### src/rtl/pc_gen_unit.sv
// rtl/pc_gen_unit.sv - pipelined program counter generator with fetch handshake, traps and flush bubble
module pc_gen_unit #(
  parameter int              XLEN         = 32,
  parameter logic [XLEN-1:0] RESET_VECTOR = '0,
  parameter int              IALIGN       = 32
) (
  input  logic            clk,
  input  logic            rst,
  input  logic            stall,
  input  logic            fetch_ready,
  output logic            fetch_valid,
  output logic [XLEN-1:0] pc,
  input  logic            ex_valid,
  input  logic [XLEN-1:0] ex_pc,
  input  logic            branch,
  input  logic            zero,
  input  logic            jump,
  input  logic            jalr_flag,
  input  logic [XLEN-1:0] offset,
  input  logic [XLEN-1:0] jump_base,
  input  logic            trap,
  input  logic [XLEN-1:0] trap_vec,
  input  logic            mret,
  output logic            redirect,
  output logic            misalign,
  output logic [XLEN-1:0] epc
);

  // BOOT holds fetch off for the first cycle out of reset; FLUSH is the
  // single bubble inserted after every control-flow redirect.
  typedef enum logic [1:0] {
    ST_BOOT  = 2'd0,
    ST_RUN   = 2'd1,
    ST_FLUSH = 2'd2
  } state_t;

  // Bit 1 of a target only matters when every instruction is 32-bit aligned.
  localparam bit CHECK_BIT1 = (IALIGN == 32);

  state_t          state_q;
  state_t          state_d;
  logic            fetch_valid_d;

  logic            adv;
  logic            taken;
  logic [XLEN-1:0] target_sum;
  logic [XLEN-1:0] target;
  logic            target_mis;

  logic            redir_any;
  logic            redir_mis;
  logic [XLEN-1:0] pc_d;
  logic [XLEN-1:0] epc_d;

  // Sequential fetch only moves on when imem takes the address and no hazard holds it.
  assign adv   = (state_q == ST_RUN) & fetch_ready & ~stall;
  assign taken = ex_valid & (jump | (branch & zero));

  // Control-transfer target; JALR drops bit 0 so it can never be odd.
  always_comb begin
    target_sum = '0;
    target     = '0;
    if (jalr_flag) begin
      target_sum = jump_base + offset;
      target     = {target_sum[XLEN-1:1], 1'b0};
    end else begin
      target_sum = ex_pc + offset;
      target     = target_sum;
    end
  end

  // Alignment check on the target that would be fetched.
  always_comb begin
    target_mis = (CHECK_BIT1 & target[1]) | (~jalr_flag & target[0]);
  end

  // Redirect arbitration: trap, then mret, then faulting transfer, then good
  // transfer; only when none of them fires does the sequential step apply.
  always_comb begin
    pc_d      = pc;
    epc_d     = epc;
    redir_any = 1'b0;
    redir_mis = 1'b0;
    if (trap) begin
      pc_d      = trap_vec;
      epc_d     = ex_pc;
      redir_any = 1'b1;
    end else if (mret) begin
      pc_d      = epc;
      redir_any = 1'b1;
    end else if (taken && target_mis) begin
      pc_d      = trap_vec;
      epc_d     = ex_pc;
      redir_any = 1'b1;
      redir_mis = 1'b1;
    end else if (taken) begin
      pc_d      = target;
      redir_any = 1'b1;
    end else if (adv) begin
      pc_d      = pc + XLEN'(4);
    end
  end

  // State register; fetch_valid is registered alongside so it has no input path.
  always_ff @(posedge clk) begin
    if (rst) begin
      state_q     <= ST_BOOT;
      fetch_valid <= 1'b0;
    end else begin
      state_q     <= state_d;
      fetch_valid <= fetch_valid_d;
    end
  end

  // Next-state logic: any redirect forces exactly one bubble cycle.
  always_comb begin
    state_d = state_q;
    if (redir_any) begin
      state_d = ST_FLUSH;
    end else begin
      case (state_q)
        ST_BOOT:  state_d = ST_RUN;
        ST_RUN:   state_d = ST_RUN;
        ST_FLUSH: state_d = ST_RUN;
        default:  state_d = ST_BOOT;
      endcase
    end
  end

  // Output decode of the upcoming state, captured by the state register.
  always_comb begin
    fetch_valid_d = 1'b0;
    case (state_d)
      ST_RUN:  fetch_valid_d = 1'b1;
      default: fetch_valid_d = 1'b0;
    endcase
  end

  // PC, exception PC and the one-cycle redirect/misalign pulses.
  always_ff @(posedge clk) begin
    if (rst) begin
      pc       <= RESET_VECTOR;
      epc      <= '0;
      redirect <= 1'b0;
      misalign <= 1'b0;
    end else begin
      pc       <= pc_d;
      epc      <= epc_d;
      redirect <= redir_any;
      misalign <= redir_mis;
    end
  end

endmodule

### config.mk
export PLATFORM = sky130hd
export DESIGN_NAME = pc_gen_unit
export DESIGN_NICKNAME = d
export VERILOG_FILES = /design/src/rtl/pc_gen_unit.sv
export SDC_FILE = /design/constraint.sdc
export NUM_CORES = 1
export LEC_CHECK = 0
export ABC_CLOCK_PERIOD_IN_PS = 3000
export BUFFER_PORTS_ARGS = -buffer_cell sky130_fd_sc_hd__buf_2
export CORE_ASPECT_RATIO = 1.4
export CORE_UTILIZATION = 54
export DETAILED_ROUTE_END_ITERATION = 6
export PLACE_DENSITY = 0.92
export SYNTH_ARGS = -nofsm -noshare
export SYNTH_HDL_FRONTEND = slang
export SYNTH_SLANG_ARGS = --single-unit
### constraint.sdc
create_clock -name clk -period 3 [get_ports clk]
set_input_delay 0.3 -clock clk [delete_from_list [all_inputs] [get_ports clk]]
set_output_delay 0.3 -clock clk [all_outputs]
set_load 0.02 [all_outputs]
==> summary.txt, run 1 <==
Global route
  – Number of global-route vias before repair: 9092
  – Global-route wire length before repair: 47300 microns
  – Pin count of the biggest net entering global routing: 69
  – Antenna violations before repair: 1
  – Gr usage total: 0.437
  – GRT overflow: 0

Synthesis
  – Syn nets: 1249
  – Yosys cell types: 81
  – Post-synth EDFFs: 0
  – Yosys reg bits: 67
  – Async SR Flop Fraction: 0
  – Ys Warns: 0
  – Sequential share of the synthesized area: 0.180
  – Mapped Cells: 1046
  – Synthesized area per cell: 7.12 sq um
  – Synthesized area: 7450 sq um
  – Main synth FF type: dfxtp_1

Floorplanning
  – DIE AREA: 14300 sq um
  – # rows: 50
  – Initial Utilization: 0.557
  – Core region area: 13400 sq um
  – Die W: 101 microns
  – I/O Pins: 206
  – Die Y: 141 microns

Setup path
  – Critical path class: in2reg
  – CP Capture Type: flop
  – Critical Path Start Type: input port
  – Worst Path Required: 3270 ps
  – Max Fanout on Critical Path: 12
  – CP arrival: 3110 ps

Route
  – Average wire per standard cell: 21.4 microns
  – ANT nets after route: 0
  – Vias per cell: 6.64
  – 1st-pass router iterations: 6
  – Drt total wl: 31100 microns
  – Vias: 9639
  – First-iteration detailed-routing DRC count: 1146
  – DR DRC count: 0

Clock network
  – Maximum buffer depth of the clock tree: 2
  – Clk slew on worst S/H paths: 60 ps
  – Clk_lat worst skew: 350 ps
  – Root Buffer Master: clkbuf_16
  – CTS H-tree depth: 3
  – CTS Buf Count: 9
  – # clock sinks: 67
  – Post-CTS Setup Bufs: 0
  – CTS tree: built

Timing
  – Fin crit period: 2840 ps
  – RSZ-0062 raised after global routing: false
  – Fin. max-slew vios: 0
  – Fin Hold WS: 214 ps
  – Least-Margin Pin Slew: 787 ps
  – Fin. Hold Viols: 0
  – Clk_skew: 8.04 ps
  – Max Fclk: 0.352 GHz
  – Worst slew margin: 0.475
  – Setup violators final: 0
  – Fin crit share: 0.947
  – Setup ws final: 158 ps

Placed design
  – Port buffer count: 205
  – DP HPWL: 23700 microns
  – Post-Place Setup Slack: -17.1 ps
  – GPL Wtd Cong: 1.03

Layout
  – # diodes: 0
  – Layout cells sized above 1: 0.238
  – Synthesis-to-layout area growth: 23.9%
  – Most frequent cells in the layout: buf_2 (205), nand2_1 (150), a21oi_1 (118)
  – Commonest non-fill, non-tap cell in the layout: buf_2
  – # nets final: 1467
  – Fill count: 1205

Power and ir drop
  – Static leakage: 0.00430 uW
  – PwrDens: 408 nW/um^2
  – Maximum vdd drop: 0.271 mV

Run status
  – Status: complete, no violations

Worst hold path
  – Class of the worst hold path: in2reg

Flow run
  – Max Cap Violations: 0
-- cell type report --
| type | instances | area (sq um) | area share |
|---|---|---|---|
| multi-input combinational | 903 | 5830 | 0.631 |
| timing repair buffer | 265 | 1480 | 0.160 |
| sequential | 67 | 1340 | 0.145 |
| clock buffer | 10 | 229 | 0.0248 |
| tap | 182 | 228 | 0.0247 |
| inverter | 18 | 67.6 | 0.00732 |
| clock inverter | 6 | 65.1 | 0.00705 |
-- worst max-delay path, cell delays in order --
cell	delay [ps]
buf_2	120
ha_1	230
inv_1	80
fa_1	420
a22oi_1	520
nand2_1	270
o21ai_2	440
buf_4	280
nand2_1	240
a21oi_1	210
-- worst paths after layout --
check	from	end	slack [ps]	depth (start not counted)
worst max register to register	pc[11]	pc[25]	340	10
worst min register to register	epc[27]	epc[27]	470	2
worst min-delay path	ex_pc[24]	epc[24]	210	3
worst max-delay path	offset[0]	epc[20]	160	10
-- power breakdown --
group	leakage [uW]	switching (uW)	internal, uW
clock	0.000143	439	645
combinational	0.00360	995	635
sequential	0.000554	97.5	959
-- flip-flops by register name, summed over array words and instances (netlist names) --
| signal | cells |
|---|---|
| epc | 32 |
| pc | 32 |
| fetch_valid | 1 |
| misalign | 1 |
| state_q | 1 |
-- cells in the mapped netlist (5+ instances only) --
library cell,instances,area share
nand3_1,22,0.015
xnor2_1,34,0.040
xor2_1,27,0.032
ha_1,62,0.10
o21a_1,6,0.0060
a21o_1,36,0.036
nor4_1,7,0.0059
nor3b_1,5,0.0050
nor2_1,89,0.045
nand2_1,150,0.076
dfxtp_1,67,0.18
o211ai_1,16,0.016
o32ai_1,6,0.0071
a211oi_1,16,0.016
a31oi_1,16,0.013
and3_1,24,0.020
o21bai_1,12,0.012
inv_1,17,0.0086
clkbuf_1,40,0.020
a221oi_1,16,0.019
o22ai_1,14,0.012
nor3_1,23,0.015
nand2b_1,10,0.0084
buf_1,9,0.0045
nand4_1,23,0.019
o21ai_0,58,0.039
mux2i_1,8,0.011
buf_2,7,0.0047
o221ai_1,10,0.012
a21oi_1,119,0.080
-- layer usage --
metal  track usage  vias to the layer above  routed length, microns
met5             0                        -                       0
met4         0.416                        0                    3390
met3         0.116                      235                    3580
met2         0.685                      697                   13800
met1         0.469                     4340                   10300
li1              -                     4367                       -
-- stage by stage --
step / TNS [ps] / std cells / total power (uW) / util / instance area, sq um
floorplan: 0 / 1046 / 2030 / - / 7450
global placement: -38.0 / 1435 / 2600 / 0.667 / 8930
detailed placement: -17.1 / 1435 / 2610 / 0.667 / 8930
CTS: 0 / 1451 / 3680 / 0.689 / 9230
global route: 0 / 1451 / 3930 / 0.690 / 9240
finish: 0 / 1451 / 3770 / 0.690 / 9240
-- cells by family after synthesis --
group,after synthesis,share of synthesized area
and+or+nand+nor,386,0.247
DFF,67,0.180
AOI/OAI and AO/OA,382,0.338
buffers and inverters,76,0.0401
xor gates and xnor gates,61,0.0717
muxes,10,0.0138
adders and majority gates,64,0.109
-- what timing repair did --
| action | 4_1_cts | 5_1_grt |
|---|---|---|
| gates resized for setup | 0 | 2 |
| endpoints found under the setup margin | 0 | 2 |
| endpoints found under the hold margin | 0 | 0 |
| hold buffers | 0 | 0 |
Note: power is estimated with default switching activity, not from simulation.
==> run 2: changes to the inputs <==
RECOVER_POWER = 50   (was not set)
==> summary.txt, run 2 (same netlist as run 1, synthesis figures left out) <==
Power and ir drop
  – Sequential Power Share: 0.282 (+0.002)
  – Maximum vdd drop: 0.269 mV (-0.66%)
  – Switching Power: 1530 uW (-0.22%)
  – Power Total: 3750 uW (-0.55%)
  – Internal power: 2220 uW (-0.77%)
  – Switching Fraction: 0.408 (+0.00134)
  – Combinational power share: 0.430 (-0.002)
  – PwrDens: 410 nW/um^2 (+0.33%)
  – Static leakage: 0.00405 uW (-5.8%)
  – Clk network pwr share: 0.288 (about the same)

Timing
  – Setup violators final: 0 (unchanged)
  – Fin crit period: 2830 ps (-9.16 ps)
  – Clk_skew: 8.31 ps (+0.272 ps)
  – Least-Margin Pin Slew: 799 ps (+12.6 ps)
  – RSZ-0062 raised after global routing: false
  – Fin. max-slew vios: 0 (unchanged)
  – Fin. Hold Viols: 0 (unchanged)
  – Fin crit share: 0.944 (-0.00305)
  – Max Fclk: 0.353 GHz (+0.32%)
  – Fin Hold WS: 216 ps (+2.14 ps)
  – Worst slew margin: 0.467 (-0.00843)

Floorplanning
  – I/O Pins: 206 (unchanged)
  – Initial Utilization: 0.557 (unchanged)
  – Die W: 101 microns (unchanged)
  – Core region area: 13400 sq um (unchanged)
  – DIE AREA: 14300 sq um (unchanged)
  – # rows: 50 (unchanged)
  – Die Y: 141 microns (unchanged)

Layout
  – Layout cells sized above 1: 0.187 (-0.0512)
  – Commonest non-fill, non-tap cell in the layout: nand2_1
  – Synthesis-to-layout area growth: 22.9%
  – # nets final: 1467 (unchanged)
  – Biggest regs: epc (32), pc (32)
  – Final cell count without fillers: 1451 (unchanged)
  – Fin area: 9150 sq um (-0.88%)
  – Most frequent cells in the layout: nand2_1 (150), buf_2 (140), a21oi_1 (118)
  – # diodes: 0 (unchanged)

Setup path
  – Cells along the critical path: buf_2 > inv_1 > fa_1 > and2b_1 > o21ai_1 > a21oi_1 > o2111ai_1 > a21oi_1 > nor2_1 > xnor2_1 > nand2_1 > a221oi_1
  – Worst Path Required: 3210 ps (-60 ps)
  – Critical path's slowest cell: xnor2_1
  – R2R Setup Slk: 350 ps (about the same)
  – Critical path class: in2reg
  – CP arrival: 3050 ps (-60 ps)
  – Max Fanout on Critical Path: 4 (-8)
  – CP Capture Type: flop
  – Critical Path Start Type: input port
  – Peak per-stage delay on the critical path: 450 ps (-70 ps)
  – R2r endpoint: pc[25]
  – FF-to-FF path depth: 10 (unchanged)
  – FF-to-FF Start: pc[11]
  – Most Frequent Cell on Critical Path: a21oi_1

Route
  – Vias per cell: 6.67 (+0.34%)
  – Vias: 9672 (+0.34%)
  – Average wire per standard cell: 21.3 microns (-0.40%)
  – First-iteration detailed-routing DRC count: 1190 (+3.8%)
  – 1st-pass router iterations: 6 (unchanged)
  – ANT nets after route: 0 (unchanged)
  – DR DRC count: 0 (unchanged)
  – Drt total wl: 30900 microns (-0.40%)

Clock network
  – CTS H-tree depth: 3 (unchanged)
  – Maximum buffer depth of the clock tree: 2 (unchanged)
  – CTS Buf Count: 9 (unchanged)
  – Root Buffer Master: clkbuf_16
  – # clock sinks: 67 (unchanged)
  – Clk_lat worst skew: 350 ps (about the same)
  – Clk slew on worst S/H paths: 50 ps (about the same)
  – CTS tree: built
  – Hold Buf Count CTS: 0 (unchanged)

Worst hold path
  – Class of the worst hold path: in2reg
  – Worst Hold Endpoint: epc[24]
  – Hold Path Origin: ex_pc[24]
  – Hold Path Depth: 3 (unchanged)

Flow run
  – Max Cap Violations: 0 (unchanged)

Global route
  – Number of global-route vias before repair: 9092 (unchanged)
  – Pin count of the biggest net entering global routing: 69 (unchanged)
  – Antenna violations before repair: 1 (unchanged)
  – Global-route wire length before repair: 47300 microns (unchanged)
  – GRT overflow: 0 (unchanged)
  – Gr usage total: 0.437 (unchanged)

Placed design
  – Placed cell areas: 8930 sq um (unchanged)
  – DP HPWL: 23700 microns (unchanged)
  – Port buffer count: 205 (unchanged)
  – Post-Place Cells: 1435 (unchanged)
  – GPL Wtd Cong: 1.03 (unchanged)

Run status
  – Status: complete, no violations
run 2: how the worst max path moves through the flow:
stage | startpoint | endpoint | slack (ps)
floorplan | offset[24] | pc[31] | 430
global placement | offset[20] | pc[31] | -40
detailed placement | offset[1] | pc[18] | -20
CTS | offset[1] | pc[18] | 320
global route | offset[1] | pc[14] | 30
finish | offset[1] | pc[14] | 170
run 2: layout make-up:
class                   instances  area (sq um)
well taps                     182           228
flip-flops and latches         67          1340
inverters                      18          67.6
clock buffers                  10           229
fillers                      1250          4230
multi-input cells             903          5830
repair buffers                265          1400
clock inverters                 6          65.1
run 2: layer usage:
layer,global-route usage,vias to the layer above,part of all wire
met5,0,-,0
met1,0.469,4360,0.33
met2,0.685,710,0.45
met4,0.416,0,0.11
met3,0.116,230,0.11
li1,-,4372,-
run 2: worst max-delay path, delay by kind of cell:
kind / cells / cell delay, ps
AO/OA/AOI/OAI: 5 / 1220
AND/OR/NAND/NOR: 3 / 450
XOR/XNOR: 1 / 450
buffers and inverters: 2 / 190
adder cells (fa/ha/maj): 1 / 440
run 2: power by group through the flow:
stage	Combinational [uW]	Sequential [uW]	Clock (uW)
floorplan	906	1120	0
global placement	1530	1070	0
detailed placement	1540	1070	0
CTS	1560	1050	1080
global route	1730	1060	1120
finish	1610	1060	1080
run 2: what timing repair did:
action	4_1_cts	5_1_grt
buffers inserted	0	0
setup endpoints to repair	0	2
resized for setup	0	2
run 2: per-stage QoR:
step | worst slack, ps | utilization | setup TNS, ps
after floorplan | 429 | - | 0
final | 168 | 0.684 | 0
after global routing | 31.8 | 0.684 | 0
after detailed placement | -17.1 | 0.667 | -17.1
after global placement | -38.0 | 0.667 | -38.0
after CTS | 320 | 0.689 | 0
==> run 3: changes to the inputs <==
ABC_CLOCK_PERIOD_IN_PS = 3300   (was 3000)
CORE_UTILIZATION = 57   (was 54)
PLACE_DENSITY = 0.95   (was 0.92)
TNS_END_PERCENT = 100   (was not set)
clock period = 3.3 ns   (was 3 ns; I/O delays follow)
==> summary.txt, run 3 (same netlist as run 1, synthesis figures left out) <==
Timing
  – Fin. max-slew vios: 0 (unchanged)
  – Fin crit period: 2920 ps
  – Max Fclk: 0.342 GHz
  – Clk_skew: 14.4 ps (+6.10 ps)
  – Setup tns final: 0 ps (unchanged)
  – Worst slew margin: 0.229 (-0.238)
  – Fin crit share: 0.885
  – RSZ-0062 raised after global routing: false
  – Fin. Hold Viols: 0 (unchanged)
  – Fin Hold WS: 235 ps (+19.0 ps)
  – Setup violators final: 0 (unchanged)
  – Least-Margin Pin Slew: 1160 ps (+357 ps)

Layout
  – # nets final: 1446 (-1.4%)
  – Final cell count without fillers: 1401 (-3.4%)
  – # diodes: 0 (unchanged)
  – Biggest regs: epc (32), pc (32)
  – Most frequent cells in the layout: nand2_1 (150), buf_2 (139), a21oi_1 (118)
  – Synthesis-to-layout area growth: 20.5%
  – Layout cells sized above 1: 0.171 (-0.0153)
  – Commonest non-fill, non-tap cell in the layout: nand2_1
  – Fill count: 1079 (-14%)

Floorplanning
  – I/O Pins: 206 (unchanged)
  – Die W: 98.6 microns (-2.6%)
  – Core region area: 12800 sq um (-4.3%)
  – # rows: 49 (-2.0%)
  – Initial Utilization: 0.581 (+0.0249)
  – Die Y: 137 microns (-2.6%)
  – DIE AREA: 13500 sq um (-5.2%)

Clock network
  – Root Buffer Master: clkbuf_16
  – Clk slew on worst S/H paths: 70 ps (+20 ps)
  – CTS H-tree depth: 3 (unchanged)
  – Clk_lat worst skew: 350 ps (about the same)
  – Maximum buffer depth of the clock tree: 2 (unchanged)
  – Hold Buf Count CTS: 0 (unchanged)
  – Post-CTS Setup Bufs: 0 (unchanged)
  – PostCTS Resize Cnt: 0 (unchanged)
  – CTS tree: built
  – # clock sinks: 67 (unchanged)
  – CTS Buf Count: 9 (unchanged)

Global route
  – Pin count of the biggest net entering global routing: 51 (-26%)
  – Global-route wire length before repair: 46600 microns (-1.6%)
  – Number of global-route vias before repair: 9019 (-0.80%)
  – GRT overflow: 0 (unchanged)
  – Antenna violations before repair: 1 (unchanged)
  – Gr usage total: 0.448 (+0.0108)

Power and ir drop
  – Static leakage: 0.00396 uW (-2.3%)
  – Maximum vdd drop: 0.344 mV (+28%)
  – PwrDens: 388 nW/um^2 (-5.3%)

Worst hold path
  – Class of the worst hold path: in2reg

Flow run
  – Max Cap Violations: 0 (unchanged)

Setup path
  – Max Fanout on Critical Path: 4 (unchanged)
  – Peak per-stage delay on the critical path: 580 ps (+130 ps)
  – Critical Path Start Type: input port
  – CP arrival: 3180 ps (+130 ps)
  – Worst Path Required: 3560 ps (+350 ps)
  – CP Capture Type: flop
  – Critical path's slowest cell: xnor2_1
  – Cells along the critical path: buf_2 > ha_1 > o21ai_0 > o21ai_0 > a31oi_1 > o31ai_1 > a21o_1 > a31oi_1 > xnor2_1 > nor3_1 > nor4_1
  – R2R Setup Slk: 510 ps (+160 ps)
  – Critical path class: in2reg

Route
  – Average wire per standard cell: 22.0 microns (+3.3%)
  – First-iteration detailed-routing DRC count: 1075 (-9.7%)
  – DR DRC count: 3 (+3)
  – Vias per cell: 6.84 (+2.6%)
  – Wl on met1: 10400 microns (+0.92%)
  – Vias: 9577 (-0.98%)
  – Top routing layer in use: met4
  – 1st-pass router iterations: 7 (+1)
  – ANT nets after route: 0 (unchanged)
  – Met2 WL: 14400 microns (+3.6%)
  – Drt total wl: 30900 microns (-0.30%)
  – Met3 wire length: 3140 microns (-10%)

Placed design
  – Post-Place Cells: 1385 (-3.5%)
  – Port buffer count: 205 (unchanged)
  – GPL Wtd Cong: 1.01 (-2.0%)
  – DP HPWL: 23900 microns (+0.94%)

Run status
  – Failing checks: design-rule violations
  – Status: complete, but fails checks
[run 3: cell count changes in the layout (fill, tap and decap cells not counted), sizes merged]
cell    change
clkinv      -1
inv         +1
bufinv      +1
buf        -22
[run 3: path summary, 6_finish.rpt]
check / start / to / depth (start not counted)
setup reg to reg: pc[2] / pc[20] / 9
hold / removal: trap_vec[1] / pc[1] / 3
setup / recovery: ex_pc[3] / pc[23] / 11
hold reg to reg: epc[1] / epc[1] / 2
[run 3: cell type report]
cell class	count	area [sq um]	share of cell area
clock buffers	9	225	0.0251
clock inverters	7	98.8	0.0110
inverters	18	67.6	0.00753
multi-input cells	903	5820	0.648
flip-flops and latches	67	1340	0.149
well taps	153	191	0.0213
repair buffers	244	1240	0.138
[run 3: per-stage QoR]
stage               setup slack, ps  power [uW]  instance area, sq um   util
floorplan                       699        1850                  7450      -
global placement                185        2340                  8740  0.682
detailed placement              201        2360                  8740  0.682
CTS                             535        3430                  9060  0.707
global route                    306        3610                  8980  0.701
finish                          379        3480                  8980  0.701
[run 3: where the power goes]
part | internal, uW | switching, uW
clock | 667 | 418
sequential | 871 | 94.3
combinational | 538 | 894
total | 2080 | 1410
[run 3: worst max-delay path, delay by kind of cell]
kind / cells / cell delay, ps
buf+inv: 1 / 120
fa+ha+maj: 1 / 330
simple gates: 2 / 390
compound gates: 6 / 1420
xor+xnor: 1 / 580
[run 3: layer usage]
metal / vias up / track usage
met4: 0 / 0.376
li1: 4341 / -
met1: 4361 / 0.462
met2: 666 / 0.773
met5: - / 0
met3: 209 / 0.108
